**src/rtl/vldrdy_pkg.sv**
```systemverilog
`default_nettype none
// ============================================================================
// Module      : vldrdy_pkg
// Description : Shared types, limits and helpers for the valid/ready fabric
//               fork controller.
//               - state_e      : EMPTY / HOLD state of the one-entry holding
//                                register.
//               - VLDRDY_MAX_OUT: widest fork supported.
//               - onehot_all() : completion term, every branch either served
//                                earlier or taking this cycle.
// Revision    : 1.0 - initial release
// ============================================================================
package vldrdy_pkg;

  localparam int VLDRDY_MAX_OUT = 8;

  typedef enum logic [0:0] {
    ST_EMPTY = 1'b0,
    ST_HOLD  = 1'b1
  } state_e;

  // Both vectors are VLDRDY_MAX_OUT wide. Callers pad the unused upper bits
  // with ones so that they never hold completion back.
  function automatic logic onehot_all(
    input logic [VLDRDY_MAX_OUT-1:0] served,
    input logic [VLDRDY_MAX_OUT-1:0] take
  );
    return &(served | take);
  endfunction

endpackage : vldrdy_pkg
`default_nettype wire

```
**src/rtl/vldrdy_fork_ctrl.sv**
```systemverilog
`default_nettype none
// ============================================================================
// Module      : vldrdy_fork_ctrl
// Description : Registered eager fork. One upstream beat is captured into a
//               one-entry holding register and broadcast to N_OUT consumers,
//               each of which may accept in a different cycle. Per-branch
//               served bits remember who has already taken the beat.
//
// Parameters  : N_OUT  - number of downstream branches (2..8)
//               DATA_W - payload width
//
// Ports       : i_clk    in   clock
//               i_rst    in   synchronous active-high reset
//               i_valid  in   upstream beat valid
//               i_ready  out  upstream may transfer this cycle
//               i_data   in   upstream payload
//               i_mask   in   branch-enable mask (VLDRDY_FORK_MASK_EN only)
//               o_valid  out  per-branch valid, bit k = branch k
//               o_ready  in   per-branch ready
//               o_data   out  payload broadcast to all branches
//
// Options     : `define VLDRDY_FORK_MASK_EN adds i_mask. Masked-off branches
//               are marked served on load, so they never see the beat. When
//               the macro is undefined every beat goes to every branch.
//
// Revision    : 1.0 - initial release
// ============================================================================
module vldrdy_fork_ctrl
  import vldrdy_pkg::*;
#(
  parameter int N_OUT  = 2,
  parameter int DATA_W = 32
) (
  input  logic              i_clk,
  input  logic              i_rst,
  input  logic              i_valid,
  output logic              i_ready,
  input  logic [DATA_W-1:0] i_data,
`ifdef VLDRDY_FORK_MASK_EN
  input  logic [N_OUT-1:0]  i_mask,
`endif
  output logic [N_OUT-1:0]  o_valid,
  input  logic [N_OUT-1:0]  o_ready,
  output logic [DATA_W-1:0] o_data
);

  // --------------------------------------------------------------------------
  // Elaboration-time parameter check
  // --------------------------------------------------------------------------
  generate
    if ((N_OUT < 2) || (N_OUT > VLDRDY_MAX_OUT)) begin : g_param_check
      $error("vldrdy_fork_ctrl: N_OUT must be in 2..%0d", VLDRDY_MAX_OUT);
    end
  endgenerate

  // --------------------------------------------------------------------------
  // State
  // --------------------------------------------------------------------------
  state_e              state_q, state_d;
  logic [N_OUT-1:0]    served_q, served_d;
  logic [DATA_W-1:0]   data_q, data_d;

  logic                full;
  logic [N_OUT-1:0]    take;
  logic                done;
  logic [N_OUT-1:0]    load_served;
  logic [VLDRDY_MAX_OUT-1:0] served_pad;
  logic [VLDRDY_MAX_OUT-1:0] take_pad;

  // A freshly loaded beat starts with the disabled branches already served.
`ifdef VLDRDY_FORK_MASK_EN
  assign load_served = ~i_mask;
`else
  assign load_served = '0;
`endif

  assign full = (state_q == ST_HOLD);

  // o_valid depends only on registered state, so there is no combinational
  // path from i_valid to any output.
  assign o_valid = {N_OUT{full}} & ~served_q;
  assign o_data  = data_q;
  assign take    = o_valid & o_ready;

  // Pad to the package width with ones so absent branches count as served.
  always_comb begin
    served_pad              = '1;
    take_pad                = '1;
    served_pad[N_OUT-1:0]   = served_q;
    take_pad[N_OUT-1:0]     = take;
  end

  assign done    = full & onehot_all(served_pad, take_pad);

  // Ready to upstream follows o_ready combinationally: the register frees up
  // in the same cycle the last outstanding branch takes its copy.
  assign i_ready = ~full | done;

  // --------------------------------------------------------------------------
  // Next-state logic
  // --------------------------------------------------------------------------
  always_comb begin
    state_d  = state_q;
    served_d = served_q;
    data_d   = data_q;

    unique case (state_q)
      ST_EMPTY: begin
        if (i_valid) begin
          state_d  = ST_HOLD;
          data_d   = i_data;
          served_d = load_served;
        end
      end

      ST_HOLD: begin
        if (done) begin
          if (i_valid) begin
            // Back-to-back: the outgoing beat completes and the next one is
            // captured on the same edge.
            data_d   = i_data;
            served_d = load_served;
          end else begin
            state_d  = ST_EMPTY;
            served_d = '0;
          end
        end else begin
          served_d = served_q | take;
        end
      end

      default: begin
        state_d  = ST_EMPTY;
        served_d = '0;
      end
    endcase
  end

  // --------------------------------------------------------------------------
  // Registers
  // --------------------------------------------------------------------------
  always_ff @(posedge i_clk) begin
    if (i_rst) begin
      state_q  <= ST_EMPTY;
      served_q <= '0;
      data_q   <= '0;
    end else begin
      state_q  <= state_d;
      served_q <= served_d;
      data_q   <= data_d;
    end
  end

  // --------------------------------------------------------------------------
  // Protocol properties
  // --------------------------------------------------------------------------
  // While a beat is still owed to some branch its payload must not move.
  a_data_stable : assert property (
    @(posedge i_clk) disable iff (i_rst)
      (full && !done) |=> $stable(data_q)
  ) else $error("vldrdy_fork_ctrl: payload changed while beat outstanding");

  // Served bits carry no meaning in EMPTY and are kept cleared there.
  a_served_clear : assert property (
    @(posedge i_clk) disable iff (i_rst)
      !full |-> (served_q == '0)
  ) else $error("vldrdy_fork_ctrl: served bits set while empty");

endmodule : vldrdy_fork_ctrl
`default_nettype wire

```
**config.mk**
```make
export PLATFORM = sky130hd
export DESIGN_NAME = vldrdy_fork_ctrl
export DESIGN_NICKNAME = d
export VERILOG_FILES = /design/src/rtl/vldrdy_pkg.sv /design/src/rtl/vldrdy_fork_ctrl.sv
export SDC_FILE = /design/constraint.sdc
export NUM_CORES = 1
export LEC_CHECK = 0
export BUFFER_PORTS_ARGS = -buffer_cell sky130_fd_sc_hd__buf_2
export CORE_UTILIZATION = 50
export CTS_CLUSTER_SIZE = 14
export DETAILED_ROUTE_END_ITERATION = 6
export PLACE_DENSITY = 0.83
export SYNTH_ARGS = -nofsm -noshare
export SYNTH_HDL_FRONTEND = slang
export SYNTH_SLANG_ARGS = --single-unit
```
**constraint.sdc**
```tcl
create_clock -name i_clk -period 1.4 [get_ports i_clk]
set_input_delay 0.07 -clock i_clk [delete_from_list [all_inputs] [get_ports i_clk]]
set_output_delay 0.07 -clock i_clk [all_outputs]
set_load 0.05 [all_outputs]
```
* Word-level counts from Yosys, hierarchy flattened
Index checks and enable logic that the tools add are counted.
** Word-level totals
- Flip-flop bits (word level) :: 35
- Input port bits :: 37
- Output and inout bits :: 35
- Logic and storage cells :: 23
** Operators by class
- Equality and inequality tests :: 2
- Multiplexer cells :: 9
- Bitwise operators :: 8
- Reduce and logical (&&, ||, !) cells :: 1
** Operators by type and width (number)
- 2-to-1 mux 32 bit :: 2
- one-hot mux 32 bit (2 select lines) :: 1
- bitwise OR 8 bit :: 1
- AND reduction 8 bit :: 1
- bitwise AND 2 bit :: 2
- 2-to-1 mux 2 bit :: 2
- one-hot mux 2 bit (2 select lines) :: 1
- 2-to-1 mux 1 bit :: 2
- != test 2 x 1 -> 1 bit (second input constant) :: 1
- != test 2 bit (second input constant) :: 1
- inverter 2 bit :: 1
- bitwise OR 2 bit :: 1
- one-hot mux 1 bit (2 select lines) :: 1
- bitwise AND 1 bit :: 1
- inverter 1 bit :: 1
- bitwise OR 1 bit :: 1

* Longest topological paths before layout
Gate-level depths: netlist of the first run.
- Depth after elaboration :: 8
- Gate-level depth with buffers :: 6
- Mapped depth without buffers :: 3

* Least setup slack after synthesis of the first run
Ideal clock, no wire load.
- Path type :: register to output
- From :: reg state_q (netlist: full)
- To :: out o_valid[0]
- Data arrival time :: 1.330 ns
- Required time :: 1.330 ns
- Slack :: 0.000 ns
- Cell stages (with the launch flop) :: 5
- Buffers on the path :: 2
- Cell sequence :: dfxtp_1 > buf_6 > inv_4 > clkbuf_1 > nor2_1
** On the way
- Longest elaborated chain between the ends :: 1
** RTL lines
- start, declared :: line vldrdy_fork_ctrl.sv:59 : state_e state_q, state_d;
- start signal, assigned :: line vldrdy_fork_ctrl.sv:148 : state_q <= state_d;
- bitwise AND 2 bit :: line vldrdy_fork_ctrl.sv:81 : assign o_valid = {N_OUT{full}} & ~served_q;
- end, declared :: line vldrdy_fork_ctrl.sv:42 : output logic [N_OUT-1:0] o_valid,
Every way passes these cells.

* Worst setup path in the final report of the first run
- From :: reg state_q (netlist: full)
- To :: out i_ready
** On the way
- Longest elaborated chain between the ends :: 6
- Elaborated cells between the ends (all ways) :: 7
- Classes of those cells :: bitwise: 6; reduce/logical: 1
** RTL lines
- bitwise AND 2 bit :: line vldrdy_fork_ctrl.sv:81
- bitwise AND 2 bit :: line vldrdy_fork_ctrl.sv:83 : assign take = o_valid & o_ready;
- bitwise OR 8 bit :: line vldrdy_pkg.sv:28 : return &(served | take);
- AND reduction 8 bit :: line vldrdy_pkg.sv:28
- bitwise AND 1 bit :: line vldrdy_fork_ctrl.sv:93 : assign done = full & onehot_all(served_pad, take_pad);
- bitwise OR 1 bit (*) :: line vldrdy_fork_ctrl.sv:97 : assign i_ready = ~full | done;
- end, declared :: line vldrdy_fork_ctrl.sv:37 : output logic i_ready,
Mark *: on every way between the ends. The rest lies on a longest branch, timed or not.

==> results.md, run 1 <==
* Status: complete, no violations
* DRC at 0
* PortBufs at 71
* Worst IR Drop VDD at 0.000693 V
* Slew of the pin with the lowest slew margin at around 0.65 ns
* DR iter-0 viols at 173
* Max-slew violations at 0
* Clk_lat worst skew at 0.29 ns
* Final Hold Fails at 0
* Vias in the first global route at 1840
* Distinct cells, synth at 17
* Maxcap violations at 0
* Pwr/cell area at about 1100 mW/mm^2
* Synth top cells by count: 35 x dfxtp_1, 35 x nand2_1, 33 x nor3b_1
* Worst EP arrival at about 1.2 ns
* Met2 layer usage reported by global route at between 30 and 40%
* FF+latch count, synth at 35
* Final nets at 337
* Drt first pass iters at 4
* CP Cell Sequence: buf_12 > nand2_1 > buf_2
* Avg Cell Area, Syn at around 8.4 um^2
* Initial Util at 52.1%
* Highest Clock Rate at 780 MHz
* Inserted Clock Buffers at 5
* Final critical-path required period at 1.28 ns
* Root buffer cell: clkbuf_8
* GRT Util Overall at 24.8%
* Num rows at 23
* Global route overflow at 0
* Area fraction of the dominant cell type after synthesis at 33.6%
* Worst clock skew at roughly 0.0034 ns
* Reg clk slew, reported paths at around 0.070 ns
* Share of synthesized registers carrying an async set or reset at 0%
* Worst setup SP type: flip-flop
* CP max FO at 36
* Worst path slowest cell: dfxtp_1
* Post-synth EDFFs at 0
* Worst Hold Class: input pin to flip-flop
* Placed wire-length estimate at a little over 3000 um
* GR Util met3 at 7.71%
* Top Ports at a little over 70
* Initial antenna violation count at 0
* Crit end category: primary output
* WHS at between 0.03 and 0.04 ns
* Seq/Total Area, Yosys at 33.6%
* DR WL/cell at 14.8 um
* Area contributors post-synth: dfxtp_1 34%, nand4b_1 13%, o311ai_1 13%
* Synth area leader: dfxtp_1
* Met1 usage in global routing at 31.7%
* Routability cong. at 0.759
* Routed Antenna Nets at 0
* Largest net degree at the start of global routing at 100
* Drt via density at ~6.2
* Die H at 66.6 um
* Busiest metal layer after global routing: met2
* N_diodes at 0
* DR vias at roughly 2200
* CTS Buffer Depth at 2
* Layout cells sized above 1 at 30.6%
* # clock sinks at 35
* Mapped cell area at ~0.0021 mm^2
* Max transition margin at 56.5%
* Setup tns final at 0 ns
* Area grow syn2layout at 23.7%
* First-pass GRT wire length at 8380 um
* Die X at 66.6 um
* Worst Path Class, Setup: flip-flop to primary output
* Unrepaired setup endpoints after global routing: false
* Static leakage at 0.988 nW
* Final period utilization at 91.6%
* CP max stage delay at 0.42 ns
* H-tree levels at 2
* Yosys Warn Count at 0
* Gate Count Post-Synth at 248
* Routed WL at 5180 um
* WP data required at 1.33 ns
* Final setup viols at 0
* Core box area at 0.00400 mm^2
* Top_reg_cell synth: dfxtp_1
* CTS tree: yes
* Die ar. at 0.00443 mm^2
* Mapped Nets at 285
worst paths after layout:
check | slack [ns] | to | startpoint | cells after the start
max reg2reg | 0.13 | o_data[22] | served_q[1] | 5
min | 0.04 | o_data[7] | i_data[7] | 3
min reg2reg | 0.52 | served_q[0] | served_q[0] | 2
max | 0.12 | i_ready | full | 3
worst max-delay path: cells and delay by family, from the launching register on:
family                 cells  cell delay [ns]
and+or+nand+nor            1             0.06
buffers and inverters      2             0.44
DFF                        1             0.42
cells by family after synthesis:
family / synth area share, %
flops: 33.6
simple gates: 33.2
buf+inv: 8.88
compound gates: 24.3
cells in the final DEF (no fill, tap or decap):
cell type  netlist  layout
a21oi_1          3       3
nor3b_1         33      33
buf_12           0       5
nand4b_1        32      32
buf_4            4       5
buf_2           11      71
nor2_1           5       5
dfxtp_2          0       1
inv_4            1       1
a31oi_1         32      32
clkbuf_1        19       1
dfxtp_1         35      34
o311ai_1        32      32
nor2b_2          0       1
o22ai_4          0       1
o21ai_1          1       1
or4_1            1       1
nand2_1         35      35
clkbuf_8         0       7
routing by layer:
metal / part of all wire [%] / up-vias / wire [um]
met5: 0 / - / 0
met4: 1.3 / 0 / 65
met3: 6.4 / 4 / 331
met2: 46 / 72 / 2400
met1: 46 / 1022 / 2390
li1: - / 1081 / -
report_power, final:
| part | total (mW) | internal (mW) | leakage [nW] | switching [mW] |
|---|---|---|---|---|
| sequential | 1.15 | 1.09 | 0.290 | 0.0626 |
| clock | 0.812 | 0.449 | 0.0515 | 0.363 |
| combinational | 0.880 | 0.272 | 0.647 | 0.608 |
| total | 2.84 | 1.81 | 0.988 | 1.03 |
final cells by class:
type	instances	area (um^2)
Fill cell	357	1420
Multi-Input combinational cell	176	1210
Sequential cell	35	702
Timing Repair Buffer	81	493
Clock buffer	8	100
Tap cell	50	62.6
Inverter	1	6.26
sequential cells by signal, summed over array words and instances (netlist names):
signal    cells
o_data       32
served_q      2
full          1
timing repair:
item                       CTS  global route
buffers inserted             2             0
pin swaps                    1             0
resized for setup            0             1
setup endpoints to repair    1             3
hold buffers                 0             0
per-stage QoR:
| step | instance area [um^2] | total power [mW] | util [%] | worst slack (ns) | std cells |
|---|---|---|---|---|---|
| after floorplan | 2080 | 1.81 | - | 0.000452 | 248 |
| after global placement | 2460 | 2.03 | 61.6 | 0.104 | 341 |
| after detailed placement | 2460 | 2.05 | 61.6 | 0.0707 | 341 |
| after CTS | 2580 | 2.87 | 64.4 | 0.101 | 351 |
| after global routing | 2580 | 2.97 | 64.5 | 0.0118 | 351 |
| final | 2580 | 2.84 | 64.5 | 0.118 | 351 |
Note: power is estimated with default switching activity, not from simulation.
==> inputs of run 2 (changes only) <==
Settings changed: CORE_MARGIN from default to 2.
==> run 2 against run 1 <==
  * Critical path depth rose by 1
  * Critical path type unchanged
  * Clock-buffer cell count did not move
  * Cell count rose by 0.57%
  * Clock skew rose by 0.0017 ns
==> results.md, run 2 (same netlist as run 1, synthesis figures left out) <==
* Final critical-path required period at 1.35 ns (+0.0637 ns)
* Global route overflow at 0 (unchanged)
* Die H at 68.6 um (+3.0%)
* CTS Buffer Depth at 2 (unchanged)
* Vias in the first global route at 1929 (+4.8%)
* Placed Cells at 341 (unchanged)
* First-pass GRT wire length at 8880 um (+6.0%)
* Routed Antenna Nets at 0 (unchanged)
* Reg clk slew, reported paths at 0.07 ns (about the same)
* PortBufs at 71 (unchanged)
* Routability cong. at 0.811 (+6.9%)
* Int Power at 1.83 mW (+1.4%)
* CTS Hold Bufs at 0 (unchanged)
* CP max FO at 6 (-83%)
* Worst Hold Class: input pin to flip-flop
* H-tree levels at 2 (unchanged)
* Crit end category: primary output
* Crit path max-delay family: flip-flops
* GRT Util Overall at 25.0% (+0.17 points)
* N_diodes at 0 (unchanged)
* Clock share of power at 28.7% (about the same)
* Sequential share of power at 39.8% (-0.7 points)
* Worst r2r path cells at 3 (-2)
* Worst path slowest cell: dfxtp_2
* Core box area at 0.00400 mm^2 (unchanged)
* Finished Layout Cells at 353 (+0.57%)
* Final period utilization at 96.1% (+4.5 points)
* Fill cells at 352 (-1.4%)
* Maxcap violations at 0 (unchanged)
* Drt first pass iters at 4 (unchanged)
* Num rows at 23 (unchanged)
* DR vias at 2241 (+2.8%)
* Largest net degree at the start of global routing at 100 (unchanged)
* Max-slew violations at 0 (unchanged)
* Area grow syn2layout at 26.5%
* Hold path depth at 3 (unchanged)
* Worst path depth at 4 (+1)
* Static leakage at 1.03 nW (+4.1%)
* Worst clock skew at 0.00509 ns (+0.00173 ns)
* Die X at 68.6 um (+3.0%)
* Pwr/cell area at 1100 mW/mm^2 (-0.33%)
* DR iter-0 viols at 316 (+83%)
* Status: complete, no violations
* Combinational Power Share at 31.5% (+0.5 points)
* WP data required at 1.33 ns (about the same)
* Placed wire-length estimate at 3190 um (+2.9%)
* Top Ports at 72 (unchanged)
* # clock sinks at 35 (unchanged)
* Worst setup SP type: flip-flop
* Most frequent cells in the layout: 69 x buf_2, 35 x nand2_1, 33 x nor3b_1, 33 x dfxtp_1
* Psw at 1.06 mW (+2.8%)
* Worst EP arrival at 1.28 ns (+0.07 ns)
* Worst Path Class, Setup: flip-flop to primary output
* DRC at 0 (unchanged)
* Final nets at 339 (+0.59%)
* Post-DP Area at 0.00244 mm^2 (-1.0%)
* Buffers and inverters on the worst path at 2 (unchanged)
* CTS tree: yes
* Worst IR Drop VDD at 0.000620 V (-10%)
* Final Power at 2.90 mW (+1.9%)
* DR WL/cell at 15.8 um (+7.3%)
* Inserted Clock Buffers at 5 (unchanged)
* Final setup viols at 0 (unchanged)
* Root buffer cell: clkbuf_8
* CP max stage delay at 0.35 ns (-0.07 ns)
* Sw Ratio at 36.7% (+0.33 points)
* Setup tns final at 0 ns (unchanged)
* Commonest non-fill, non-tap cell in the layout: buf_2
* Final Hold Fails at 0 (unchanged)
* Die ar. at 0.00470 mm^2 (+6.1%)
* Slew of the pin with the lowest slew margin at 0.634 ns (-0.0147 ns)
* Initial antenna violation count at 0 (unchanged)
* Drt via density at 6.35 (+2.3%)
* CP Cell Sequence: o22ai_4 > buf_12 > nand2_1 > buf_6
* Unrepaired setup endpoints after global routing: false
* Layout cells sized above 1 at 31.4% (+0.79 points)
* Initial Util at 52.1% (unchanged)
* Max FFs per register at 32 (unchanged)
* Highest Clock Rate at 743 MHz (-4.7%)
* Max transition margin at 57.7% (+1.2 points)
* Final instance area at 0.00264 mm^2 (+2.2%)
* Routed WL at 5590 um (+7.9%)
* Clk_lat worst skew at 0.30 ns (about the same)
* WHS at 0.0288 ns (-0.00822 ns)
[run 2: final cells by class]
type / instances / area, um^2 / area share [%]
multi-input cells: 176 / 1210 / 46.1
flip-flops and latches: 35 / 703 / 26.7
well taps: 50 / 62.6 / 2.37
clock buffers: 8 / 100 / 3.80
inverters: 1 / 6.26 / 0.237
repair buffers: 83 / 549 / 20.8
[run 2: per-stage QoR]
step | utilization (%) | setup WS (ns)
after floorplan | - | 0.000452
after global routing | 65.9 | 0.00176
after global placement | 60.9 | 0.188
after CTS | 65.3 | 0.0209
final | 65.9 | 0.0546
after detailed placement | 60.9 | 0.150
[run 2: worst paths after layout]
check                                   end  slack (ns)         from
worst max-delay path                i_ready        0.05  served_q[1]
worst min-delay path             o_data[30]        0.03   i_data[30]
worst max register to register   o_data[11]        0.11  served_q[0]
worst min register to register  served_q[1]        0.52  served_q[1]
[run 2: repair_timing]
item,in CTS,in global routing
cloned,2,0
resized for setup,4,3
pin swaps,1,1
setup endpoints to repair,2,2
buffers inserted,0,2
[run 2: layer usage]
layer | track usage [%] | vias up | wire length (um)
li1 | - | 1090 | -
met1 | 32.1 | 1055 | 2530
met2 | 40.3 | 91 | 2530
met3 | 4.87 | 5 | 464
met4 | 11.3 | 0 | 61
met5 | 0 | - | 0
[run 2: power by group through the flow]
stage | Combinational [mW] | Sequential, mW | Clock [mW]
2_1_floorplan | 0.351 | 1.46 | 0
3_3_place_gp | 0.852 | 1.17 | 0
3_5_place_dp | 0.862 | 1.17 | 0
4_1_cts | 0.901 | 1.15 | 0.834
5_1_grt | 0.972 | 1.16 | 0.868
6_report | 0.913 | 1.15 | 0.832
[run 2: tightest hold or removal path, stage by stage]
cell and delay [ns]:
buf_2 0.09, a31oi_1 0.06, o311ai_1 0.07
